[src/rtl/uart_cfg_pkg.sv]
// Shared codes for the UART configuration register bank: opcodes, read selects,
// response bytes and FSM states.
package uart_cfg_pkg;

   typedef enum logic [1:0] {
      OP_WR_TYPE = 2'd0,
      OP_WR_AMP  = 2'd1,
      OP_WR_FREQ = 2'd2,
      OP_READ    = 2'd3
   } opcode_t;

   localparam logic [7:0] SEL_TYPE = 8'd0;
   localparam logic [7:0] SEL_AMP  = 8'd1;
   localparam logic [7:0] SEL_FREQ = 8'd2;

   localparam logic [7:0] RSP_ACK = 8'h06;
   localparam logic [7:0] RSP_NAK = 8'h15;

   typedef enum logic [1:0] {
      ST_IDLE,
      ST_WAIT_PL,
      ST_EXEC,
      ST_RESP
   } state_t;

   // True when an 8-bit payload is representable in a field of the given width.
   function automatic logic fits_width(input logic [7:0] value, input int unsigned width);
      return (width >= 8) || ((value >> width) == 8'd0);
   endfunction

endpackage

[src/rtl/uart_cfg_regbank_rx_strobe_gen.sv]
// Rising-edge detector on the receiver's level-style data_ready: one rx_stb per byte.
module rx_strobe_gen (
   input  logic clk,
   input  logic rst,
   input  logic rx_ready,
   output logic rx_stb
);

   logic rx_prev;

   always_ff @(posedge clk or posedge rst) begin
      if (rst) rx_prev <= 1'b0;
      else     rx_prev <= rx_ready;
   end

   assign rx_stb = rx_ready & ~rx_prev;

endmodule

[src/rtl/uart_cfg_regbank.sv]
// Multi-channel UART config decoder: parses header+payload commands, updates
// per-channel freq/amp/wave registers, answers with ACK/NAK/read data.
module uart_cfg_regbank
   import uart_cfg_pkg::*;
#(
   parameter int NUM_CH      = 2,
   parameter int FREQ_W      = 7,
   parameter int AMP_W       = 4,
   parameter int TYPE_W      = 2,
   parameter int FREQ_RST    = 10,
   parameter int AMP_RST     = 7,
   parameter int TYPE_RST    = 1,
   parameter int TIMEOUT_CYC = 5000000
) (
   input  logic                     clk,
   input  logic                     rst,
   input  logic                     rx_ready,
   input  logic [7:0]               rx_data,
   input  logic                     tx_busy,
   output logic                     tx_start,
   output logic [7:0]               tx_data,
   output logic [NUM_CH*FREQ_W-1:0] freq_o,
   output logic [NUM_CH*AMP_W-1:0]  amp_o,
   output logic [NUM_CH*TYPE_W-1:0] wave_o,
   output logic [NUM_CH-1:0]        cfg_upd_o,
   output logic                     overrun_o,
   output logic                     err_o
);

   localparam int unsigned CNT_W = $clog2(TIMEOUT_CYC);
   localparam logic [CNT_W-1:0]  CNT_LAST    = CNT_W'(TIMEOUT_CYC - 1);
   localparam logic [FREQ_W-1:0] FREQ_RST_V  = FREQ_W'(FREQ_RST);
   localparam logic [AMP_W-1:0]  AMP_RST_V   = AMP_W'(AMP_RST);
   localparam logic [TYPE_W-1:0] TYPE_RST_V  = TYPE_W'(TYPE_RST);

   logic                     rx_stb;
   state_t                   state;
   logic [CNT_W-1:0]         cnt;
   logic [7:0]               hdr_q;
   logic [7:0]               pl_q;
   logic [7:0]               resp_q;
   logic                     nak_q;
   logic [NUM_CH*FREQ_W-1:0] freq_q;
   logic [NUM_CH*AMP_W-1:0]  amp_q;
   logic [NUM_CH*TYPE_W-1:0] wave_q;

   logic [5:0] hdr_ch;
   opcode_t    hdr_op;
   logic       ch_ok;
   logic       val_ok;
   logic       cmd_ok;
   logic [7:0] rd_byte;

   rx_strobe_gen u_rx_strobe (
      .clk      (clk),
      .rst      (rst),
      .rx_ready (rx_ready),
      .rx_stb   (rx_stb)
   );

   assign hdr_ch = hdr_q[5:0];
   assign hdr_op = opcode_t'(hdr_q[7:6]);

   always_comb begin
      ch_ok = ({26'd0, hdr_ch} < 32'(NUM_CH));
      case (hdr_op)
         OP_WR_TYPE: val_ok = fits_width(pl_q, TYPE_W);
         OP_WR_AMP:  val_ok = fits_width(pl_q, AMP_W);
         OP_WR_FREQ: val_ok = fits_width(pl_q, FREQ_W);
         OP_READ:    val_ok = (pl_q <= SEL_FREQ);
      endcase
      cmd_ok = ch_ok & val_ok;

      rd_byte = '0;
      for (int unsigned i = 0; i < NUM_CH; i++) begin
         if (hdr_ch == 6'(i)) begin
            case (pl_q)
               SEL_TYPE: rd_byte[TYPE_W-1:0] = wave_q[i*TYPE_W +: TYPE_W];
               SEL_AMP:  rd_byte[AMP_W-1:0]  = amp_q[i*AMP_W +: AMP_W];
               SEL_FREQ: rd_byte[FREQ_W-1:0] = freq_q[i*FREQ_W +: FREQ_W];
               default:  rd_byte = '0;
            endcase
         end
      end
   end

   always_ff @(posedge clk or posedge rst) begin
      if (rst) begin
         state     <= ST_IDLE;
         cnt       <= '0;
         hdr_q     <= '0;
         pl_q      <= '0;
         resp_q    <= '0;
         nak_q     <= 1'b0;
         freq_q    <= {NUM_CH{FREQ_RST_V}};
         amp_q     <= {NUM_CH{AMP_RST_V}};
         wave_q    <= {NUM_CH{TYPE_RST_V}};
         tx_start  <= 1'b0;
         tx_data   <= '0;
         cfg_upd_o <= '0;
         overrun_o <= 1'b0;
         err_o     <= 1'b0;
      end else begin
         tx_start  <= 1'b0;
         err_o     <= 1'b0;
         cfg_upd_o <= '0;

         case (state)
            ST_IDLE: begin
               if (rx_stb) begin
                  hdr_q <= rx_data;
                  cnt   <= '0;
                  state <= ST_WAIT_PL;
               end
            end

            // A payload arriving on the timeout cycle is still accepted.
            ST_WAIT_PL: begin
               if (rx_stb) begin
                  pl_q  <= rx_data;
                  state <= ST_EXEC;
               end else if (cnt == CNT_LAST) begin
                  resp_q <= RSP_NAK;
                  nak_q  <= 1'b1;
                  state  <= ST_RESP;
               end else begin
                  cnt <= cnt + 1'b1;
               end
            end

            ST_EXEC: begin
               if (rx_stb) overrun_o <= 1'b1;
               state <= ST_RESP;
               if (!cmd_ok) begin
                  resp_q <= RSP_NAK;
                  nak_q  <= 1'b1;
               end else if (hdr_op == OP_READ) begin
                  resp_q <= rd_byte;
                  nak_q  <= 1'b0;
               end else begin
                  resp_q <= RSP_ACK;
                  nak_q  <= 1'b0;
                  for (int unsigned i = 0; i < NUM_CH; i++) begin
                     if (hdr_ch == 6'(i)) begin
                        cfg_upd_o[i] <= 1'b1;
                        case (hdr_op)
                           OP_WR_TYPE: wave_q[i*TYPE_W +: TYPE_W] <= pl_q[TYPE_W-1:0];
                           OP_WR_AMP:  amp_q[i*AMP_W +: AMP_W]    <= pl_q[AMP_W-1:0];
                           OP_WR_FREQ: freq_q[i*FREQ_W +: FREQ_W] <= pl_q[FREQ_W-1:0];
                           OP_READ:    ;
                        endcase
                     end
                  end
               end
            end

            ST_RESP: begin
               if (rx_stb) overrun_o <= 1'b1;
               if (!tx_busy) begin
                  tx_start <= 1'b1;
                  tx_data  <= resp_q;
                  err_o    <= nak_q;
                  state    <= ST_IDLE;
               end
            end
         endcase
      end
   end

   assign freq_o = freq_q;
   assign amp_o  = amp_q;
   assign wave_o = wave_q;

endmodule

[config.mk]
export PLATFORM = sky130hd
export DESIGN_NAME = uart_cfg_regbank
export DESIGN_NICKNAME = d
export VERILOG_FILES = /design/src/rtl/uart_cfg_pkg.sv /design/src/rtl/uart_cfg_regbank_rx_strobe_gen.sv /design/src/rtl/uart_cfg_regbank.sv
export SDC_FILE = /design/constraint.sdc
export NUM_CORES = 1
export LEC_CHECK = 0
export ABC_AREA = 1
export BUFFER_PORTS_ARGS = -buffer_cell sky130_fd_sc_hd__buf_2
export CAP_MARGIN = 30
export CORE_MARGIN = 5
export CORE_UTILIZATION = 55
export CTS_BUF_LIST = sky130_fd_sc_hd__clkbuf_2
export CTS_CLUSTER_DIAMETER = 40
export CTS_CLUSTER_SIZE = 10
export DETAILED_ROUTE_END_ITERATION = 16
export PLACE_DENSITY = 0.76
export SYNTH_ARGS = -nofsm -noshare
export SYNTH_HDL_FRONTEND = slang
export SYNTH_SLANG_ARGS = --single-unit
[constraint.sdc]
create_clock -name clk -period 5.5 [get_ports clk]
set_input_delay 1.1 -clock clk [delete_from_list [all_inputs] [get_ports clk]]
set_output_delay 1.1 -clock clk [all_outputs]
set_load 0.01 [all_outputs]
==> impl_metrics.xml, run 1 <==
<?xml version="1.0" encoding="UTF-8"?>
<metrics>
  <group name="synthesis">
    <metric name="synth_area_leader_cell" unit="">dfrtp_1</metric>
    <metric name="synth_area" unit="sq um">4648</metric>
    <metric name="synth.lib_cells_used.distinct" unit="">33</metric>
    <metric name="synth.top_cell.area_share" unit="%">40.92</metric>
    <metric name="async_flop_share" unit="%">100.0</metric>
    <metric name="leading_post_synthesis_cells_by_instance_count" unit="">nand2_1, dfrtp_1, nor2_1</metric>
    <metric name="post_synth.cell_area_avg" unit="sq um">7.449</metric>
    <metric name="synth_enable_flop_cells" unit="">0</metric>
    <metric name="synthMostInstantiatedCell" unit="">nand2_1</metric>
    <metric name="syn_nets" unit="">641</metric>
    <metric name="postSynthRegisterBits" unit="">88</metric>
    <metric name="post_synth_main_area_contributors" unit="">dfrtp_1, nand2_1, dfstp_2</metric>
    <metric name="synth-warning-count" unit="">0</metric>
    <metric name="synthCells" unit="">624</metric>
    <metric name="synth_top_flop_cell" unit="">dfrtp_1</metric>
    <metric name="yosysSeqAreaShare" unit="%">47.70</metric>
  </group>
  <group name="sta">
    <metric name="setup_viol" unit="">0</metric>
    <metric name="total_count_of_hold_check_failures_in_the_final_report" unit="">0</metric>
    <metric name="final_ws_setup" unit="ps">2891</metric>
    <metric name="fin_tns_setup" unit="ps">0</metric>
    <metric name="slew_headroom" unit="%">45.72</metric>
    <metric name="drv_slew" unit="">0</metric>
    <metric name="unrepaired_setup_endpoints_after_global_routing" unit="">false</metric>
    <metric name="f_max" unit="GHz">0.3833</metric>
    <metric name="tightestPinTransition" unit="ps">813.2</metric>
    <metric name="finalCritPeriodShare" unit="%">47.43</metric>
    <metric name="final.setup_skew" unit="ps">17.21</metric>
    <metric name="period_needed" unit="ps">2609</metric>
  </group>
  <group name="place">
    <metric name="place.gp.congestion" unit="">0.9034</metric>
    <metric name="place.detailed.hpwl" unit="mm">8.095</metric>
    <metric name="quantity_of_i_o_buffers_inserted_on_ports" unit="">49</metric>
    <metric name="place_worst_setup_slack" unit="ps">2725</metric>
  </group>
  <group name="die">
    <metric name="die_h" unit="um">101.9</metric>
    <metric name="dieArea" unit="sq um">10390</metric>
    <metric name="floorplan.core_area" unit="sq um">8217</metric>
    <metric name="ios" unit="">51</metric>
    <metric name="die_extent_in_x" unit="um">101.9</metric>
    <metric name="num_rows" unit="">33</metric>
    <metric name="initial_utilization" unit="%">56.57</metric>
  </group>
  <group name="cts">
    <metric name="hold_buffers" unit="">0</metric>
    <metric name="clock_sink_count" unit="">88</metric>
    <metric name="cts.repair_timing.setup_buffer_count" unit="">0</metric>
    <metric name="insertion_delay" unit="ps">570</metric>
    <metric name="clkSlewWorstSetupHoldPaths" unit="ps">240</metric>
    <metric name="clk_root_buffer_cell" unit="">clkbuf_2</metric>
    <metric name="postCtsResizedCells" unit="">0</metric>
    <metric name="cts_h_tree_depth" unit="">3</metric>
    <metric name="max-clock-path-buffers" unit="">2</metric>
    <metric name="clock_buffer_count_from_cts" unit="">9</metric>
    <metric name="cts_tree" unit="">yes</metric>
  </group>
  <group name="power_and_ir_drop">
    <metric name="peak_supply_drop" unit="uV">207.6</metric>
    <metric name="power_frac_comb" unit="%">33.1</metric>
    <metric name="switching_share" unit="%">44.55</metric>
    <metric name="powerDensity" unit="nW/um^2">350.4</metric>
    <metric name="cellInternalPower" unit="W">0.0009813</metric>
    <metric name="power.switching" unit="W">0.0007884</metric>
    <metric name="clock_power_share" unit="%">17.1</metric>
    <metric name="static-leakage-power" unit="nW">2.605</metric>
    <metric name="p_seq_share" unit="%">49.8</metric>
  </group>
  <group name="global_routing">
    <metric name="global_route_wire_length_before_repair" unit="mm">18.82</metric>
    <metric name="grt_max_degree" unit="">48</metric>
    <metric name="grt_antenna_before_repair" unit="">0</metric>
    <metric name="grt_use_total" unit="%">22.98</metric>
    <metric name="global_route.overflow_total" unit="">0</metric>
    <metric name="first_global_vias" unit="">3927</metric>
  </group>
  <group name="setup_path">
    <metric name="data_required_time_of_the_worst_path" unit="ps">5970</metric>
    <metric name="worst_reg2reg_setup_slack" unit="ps">2890</metric>
    <metric name="crit_start" unit="">state[1]$_DFFE_PP0P_</metric>
    <metric name="start_kind" unit="">register</metric>
    <metric name="critPathArrivalTime" unit="ps">3080</metric>
    <metric name="critPathCaptureType" unit="">register</metric>
    <metric name="criticalPathCategory" unit="">register to register</metric>
    <metric name="crit_path_max_fanout" unit="">32</metric>
    <metric name="regToRegStartpoint" unit="">state[1]$_DFFE_PP0P_</metric>
  </group>
  <group name="drt">
    <metric name="detail-route-antenna-nets" unit="">0</metric>
    <metric name="drt_pass1_iterations" unit="">5</metric>
    <metric name="drt-vias-per-instance" unit="">5.246</metric>
    <metric name="routed-via-count" unit="">4097</metric>
    <metric name="drc_errors" unit="">0</metric>
    <metric name="drtIter0Drc" unit="">252</metric>
    <metric name="route.final.wire_length" unit="mm">11.10</metric>
    <metric name="drt-wirelength-per-cell" unit="um">14.21</metric>
  </group>
  <group name="cells_and_area">
    <metric name="antennaDiodeCount" unit="">0</metric>
    <metric name="num-nets-final" unit="">688</metric>
    <metric name="area_growth_from_synthesis_to_final_layout" unit="%">8.641</metric>
    <metric name="layout-drive-gt1-share" unit="%">15.38</metric>
    <metric name="fin_util" unit="%">61.46</metric>
  </group>
  <group name="run_status">
    <metric name="run_status" unit="">completed</metric>
  </group>
  <group name="hold_path">
    <metric name="min-delay-start" unit="">amp_o[2]$_DFFE_PP1P_</metric>
    <metric name="hold_crit_class" unit="">register to register</metric>
  </group>
  <group name="flow_run">
    <metric name="cap_violations" unit="">0</metric>
  </group>
</metrics>
[state kept, by name, summed over array words and instances (netlist names)]
name	count
amp_o	8
cfg_upd_o	2
cnt	23
err_o	1
freq_o	14
hdr_q	8
nak_q	1
overrun_o	1
pl_q	8
resp_q	7
state	2
tx_data	7
tx_start	1
u_rx_strobe.rx_prev	1
wave_o	4
[cells in the final DEF (no fill, tap or decap), types with 3 or more instances in the layout]
| cell type | synthesis | final |
|---|---|---|
| xor2_1 | 7 | 7 |
| clkbuf_2 | 0 | 9 |
| clkinv_1 | 3 | 4 |
| nor3_1 | 6 | 6 |
| xnor2_1 | 4 | 4 |
| ha_1 | 5 | 5 |
| inv_1 | 55 | 54 |
| nand3_1 | 49 | 49 |
| nand3_2 | 4 | 4 |
| o21ai_0 | 29 | 29 |
| nand2_2 | 5 | 5 |
| nor2_2 | 5 | 5 |
| dfrtp_1 | 76 | 76 |
| nand4_1 | 8 | 8 |
| buf_2 | 6 | 49 |
| nor2_1 | 61 | 61 |
| dfstp_2 | 12 | 12 |
| a22oi_1 | 3 | 3 |
| nor2_4 | 4 | 4 |
| o21ai_1 | 8 | 8 |
| a21oi_1 | 4 | 4 |
| nand2_1 | 250 | 250 |
[layer usage]
| metal | vias to the layer above | routed length (um) | track usage [%] |
|---|---|---|---|
| li1 | 2055 | - | - |
| met1 | 1903 | 4939 | 31.70 |
| met2 | 117 | 5274 | 36.67 |
| met3 | 22 | 653 | 3.891 |
| met4 | 0 | 228 | 8.577 |
| met5 | - | 0 | 0 |
[cell type report]
type,count,area [sq um]
clock buffer,9,45.04
clock inverter,7,53.80
fill,756,3167
inverter,60,226.5
multi-input combinational,462,2123
sequential,88,2217
tap,105,131.4
timing repair buffer,50,252.7
[path summary, 6_finish.rpt]
path                                          end  depth (start not counted)
max reg2reg                   cnt[18]$_DFFE_PP0P_                          7
max in group asynchronous   resp_q[4]$_DFFE_PP0P_                          3
max                           cnt[18]$_DFFE_PP0P_                          7
min                          amp_o[2]$_DFFE_PP1P_                          2
min in group asynchronous  tx_data[4]$_DFFE_PP0P_                          2
min reg2reg                  amp_o[2]$_DFFE_PP1P_                          2
[cell families (layout without fill, tap and decap cells)]
logic type,Yosys count,count (layout),synth area share [%]
other,1,1,0.08068
and+or+nand+nor,399,399,36.77
adders and majority gates,5,5,1.346
xor gates and xnor gates,11,11,2.073
buffers and inverters,74,126,6.622
DFF,88,88,47.70
AOI/OAI and AO/OA,46,46,5.411
[per-stage QoR]
stage / total power (W) / hold slack [ps] / cell area (sq um) / instances
after floorplan: 0.001337 / 444.4 / 4648 / 624
after global placement: 0.001451 / 454.7 / 4951 / 765
after detailed placement: 0.001479 / 459.8 / 4951 / 765
after CTS: 0.001782 / 490.6 / 5050 / 781
after global routing: 0.001916 / 515.5 / 5050 / 781
final: 0.001770 / 488.9 / 5050 / 781
[power by group through the flow]
stage	Combinational, W	Sequential, W	Clock [W]
global route	0.000678	0.000898	0.000341
global placement	0.000564	0.000887	0
CTS	0.000588	0.000880	0.000314
finish	0.000586	0.000881	0.000302
detailed placement	0.000586	0.000892	0
floorplan	0.000481	0.000856	0
[critical path, stage by stage, from the launching register on]
cell     delay (ps)
dfrtp_1         470
inv_1           100
ha_1            670
nand2_2         340
o21ai_0         240
a21oi_4         130
inv_2           390
o21ai_0         170
(Power assumes the default switching activity.)
==> inputs of run 2 (changes only) <==
Settings changed: PLACE_DENSITY 0.76 to 0.79.
Clock period 5.5 ns to 2.35 ns, I/O delays scaled along.
==> run 2 against run 1 <==
Against the previous run:
- largest power group unchanged
- total power grew 150%
- core utilization is 1.6 points higher
- clock skew is 6.8 ps higher
- maximum frequency up 22%
==> impl_metrics.xml, run 2 (synthesis results as in run 1) <==
<?xml version="1.0" encoding="UTF-8"?>
<metrics>
  <group name="cells_and_area">
    <metric name="mostFrequentLayoutCell" unit="">nand2_1</metric>
    <metric name="multi_input_comb_area" unit="sq um">2123</metric>
    <metric name="antennaDiodeCount" unit="">0</metric>
    <metric name="area_growth_from_synthesis_to_final_layout" unit="%">11.44</metric>
    <metric name="layout-drive-gt1-share" unit="%">16.23</metric>
    <metric name="ff_latch_area" unit="sq um">2217</metric>
    <metric name="fin_util" unit="%">63.04</metric>
    <metric name="mostFrequentLayoutCells" unit="">nand2_1, dfrtp_1, nor2_1, inv_1</metric>
    <metric name="largest_register_ffs" unit="">23</metric>
    <metric name="num-nets-final" unit="">696</metric>
    <metric name="fillers" unit="">729</metric>
    <metric name="regMostFlops" unit="">cnt</metric>
  </group>
  <group name="global_routing">
    <metric name="first_global_vias" unit="">3887</metric>
    <metric name="global_route_wire_length_before_repair" unit="mm">18.36</metric>
    <metric name="grt_antenna_before_repair" unit="">0</metric>
    <metric name="grt_max_degree" unit="">89</metric>
    <metric name="global_route.overflow_total" unit="">0</metric>
    <metric name="grt_use_total" unit="%">22.03</metric>
  </group>
  <group name="drt">
    <metric name="drc_errors" unit="">0</metric>
    <metric name="drt_pass1_iterations" unit="">5</metric>
    <metric name="drtIter0Drc" unit="">206</metric>
    <metric name="drt-wirelength-per-cell" unit="um">13.43</metric>
    <metric name="detail-route-antenna-nets" unit="">0</metric>
    <metric name="route.final.wire_length" unit="mm">10.60</metric>
    <metric name="routed-via-count" unit="">4092</metric>
    <metric name="drt-vias-per-instance" unit="">5.186</metric>
  </group>
  <group name="power_and_ir_drop">
    <metric name="power_frac_comb" unit="%">33.5</metric>
    <metric name="cellInternalPower" unit="W">0.002561</metric>
    <metric name="p_seq_share" unit="%">45.9</metric>
    <metric name="power.switching" unit="W">0.001841</metric>
    <metric name="switching_share" unit="%">41.81</metric>
    <metric name="static-leakage-power" unit="nW">2.667</metric>
    <metric name="powerDensity" unit="nW/um^2">849.8</metric>
    <metric name="peak_supply_drop" unit="uV">558.9</metric>
    <metric name="clock_power_share" unit="%">20.6</metric>
  </group>
  <group name="setup_path">
    <metric name="critPathArrivalTime" unit="ps">2630</metric>
    <metric name="cp_cell_sequence" unit="">ha_1, nand3_2, nor2_1, nand3_1, nand2_2, a21oi_4, inv_4, o21ai_0</metric>
    <metric name="start_kind" unit="">register</metric>
    <metric name="slowest_stage" unit="">dfrtp_1</metric>
    <metric name="criticalPathCategory" unit="">register to register</metric>
    <metric name="worst_path_largest_cell_delay" unit="ps">510</metric>
    <metric name="critPathCaptureType" unit="">register</metric>
    <metric name="data_required_time_of_the_worst_path" unit="ps">2840</metric>
    <metric name="crit_path_max_fanout" unit="">32</metric>
  </group>
  <group name="cts">
    <metric name="max-clock-path-buffers" unit="">2</metric>
    <metric name="cts_tree" unit="">yes</metric>
    <metric name="clk_root_buffer_cell" unit="">clkbuf_2</metric>
    <metric name="clock_sink_count" unit="">88</metric>
    <metric name="clock_buffer_count_from_cts" unit="">9</metric>
    <metric name="insertion_delay" unit="ps">540</metric>
    <metric name="clkSlewWorstSetupHoldPaths" unit="ps">250</metric>
    <metric name="cts_h_tree_depth" unit="">3</metric>
  </group>
  <group name="sta">
    <metric name="drv_slew" unit="">0</metric>
    <metric name="period_needed" unit="ps">2142</metric>
    <metric name="setup_viol" unit="">0</metric>
    <metric name="total_count_of_hold_check_failures_in_the_final_report" unit="">0</metric>
    <metric name="slew_headroom" unit="%">66.49</metric>
    <metric name="unrepaired_setup_endpoints_after_global_routing" unit="">false</metric>
    <metric name="final_ws_setup" unit="ps">208.3</metric>
    <metric name="final.setup_skew" unit="ps">24.01</metric>
    <metric name="f_max" unit="GHz">0.4669</metric>
    <metric name="fin_tns_setup" unit="ps">0</metric>
    <metric name="tightestPinTransition" unit="ps">498.8</metric>
    <metric name="finalCritPeriodShare" unit="%">91.14</metric>
  </group>
  <group name="place">
    <metric name="place.detailed.hpwl" unit="mm">7.810</metric>
    <metric name="place_worst_setup_slack" unit="ps">180.4</metric>
    <metric name="quantity_of_i_o_buffers_inserted_on_ports" unit="">49</metric>
    <metric name="place.gp.congestion" unit="">1.012</metric>
  </group>
  <group name="flow_run">
    <metric name="cap_violations" unit="">0</metric>
  </group>
  <group name="die">
    <metric name="die_h" unit="um">101.9</metric>
    <metric name="initial_utilization" unit="%">56.57</metric>
    <metric name="ios" unit="">51</metric>
    <metric name="die_extent_in_x" unit="um">101.9</metric>
    <metric name="num_rows" unit="">33</metric>
    <metric name="floorplan.core_area" unit="sq um">8217</metric>
    <metric name="dieArea" unit="sq um">10390</metric>
  </group>
  <group name="hold_path">
    <metric name="hold_crit_class" unit="">input pin to register</metric>
  </group>
  <group name="run_status">
    <metric name="run_status" unit="">completed</metric>
  </group>
</metrics>
-- run 2: path summary, 6_finish.rpt --
check / startpoint / endpoint / slack (ps) / depth (start not counted)
min in group asynchronous: rst / tx_start$_DFF_PP0_ / 560 / 4
hold reg to reg: amp_o[2]$_DFFE_PP1P_ / amp_o[2]$_DFFE_PP1P_ / 490 / 2
hold / removal: tx_busy / tx_start$_DFF_PP0_ / 150 / 2
setup reg to reg: cnt[0]$_DFFE_PP0P_ / cnt[18]$_DFFE_PP0P_ / 210 / 8
max in group asynchronous: rst / wave_o[2]$_DFFE_PP1P_ / 1400 / 4
setup / recovery: cnt[0]$_DFFE_PP0P_ / cnt[18]$_DFFE_PP0P_ / 210 / 8
-- run 2: final cells by class --
cell class                      instances  area share [%]
Timing Repair Buffer                   58           6.377
Inverter                               60           4.469
Sequential cell                        88           42.80
Clock buffer                            9          0.8696
Clock inverter                          7           1.957
Tap cell                              105           2.536
Multi-Input combinational cell        462           40.99
-- run 2: repair_timing --
action / CTS / global route
endpoints found under the hold margin: 0 / 8
setup endpoints to repair: 0 / 13
hold buffers: 0 / 2
buffers inserted: 0 / 0
resized for setup: 0 / 2
-- run 2: through the flow --
| step | power (W) | hold slack [ps] | instances | cell area (sq um) |
|---|---|---|---|---|
| CTS | 0.004410 | 0.04818 | 787 | 5157 |
| global placement | 0.003454 | 454.6 | 771 | 5011 |
| floorplan | 0.003129 | 444.4 | 624 | 4652 |
| detailed placement | 0.003511 | 453.7 | 771 | 5011 |
| finish | 0.004402 | 145.5 | 789 | 5180 |
| global route | 0.004737 | 79.05 | 789 | 5180 |
-- run 2: power by group through the flow --
stage	sequential [W]	combinational, W	clock (W)
after floorplan	0.00200	0.00113	0
after global placement	0.00203	0.00142	0
after detailed placement	0.00204	0.00147	0
after CTS	0.00201	0.00147	0.000923
after global routing	0.00206	0.00169	0.000989
final	0.00202	0.00147	0.000905
-- run 2: worst max-delay path, delay by kind of cell (launching register included) --
family / cells / cell delay (ps)
adders and majority gates: 1 / 310
AOI/OAI and AO/OA: 2 / 570
DFF: 1 / 510
buffers and inverters: 1 / 200
and+or+nand+nor: 4 / 470
-- run 2: metal layers --
layer / GRT usage [%] / part of all wire [%]
met1: 30.88 / 46
met2: 35.31 / 47
met3: 3.345 / 5.2
met4: 7.366 / 1.6
met5: 0 / 0
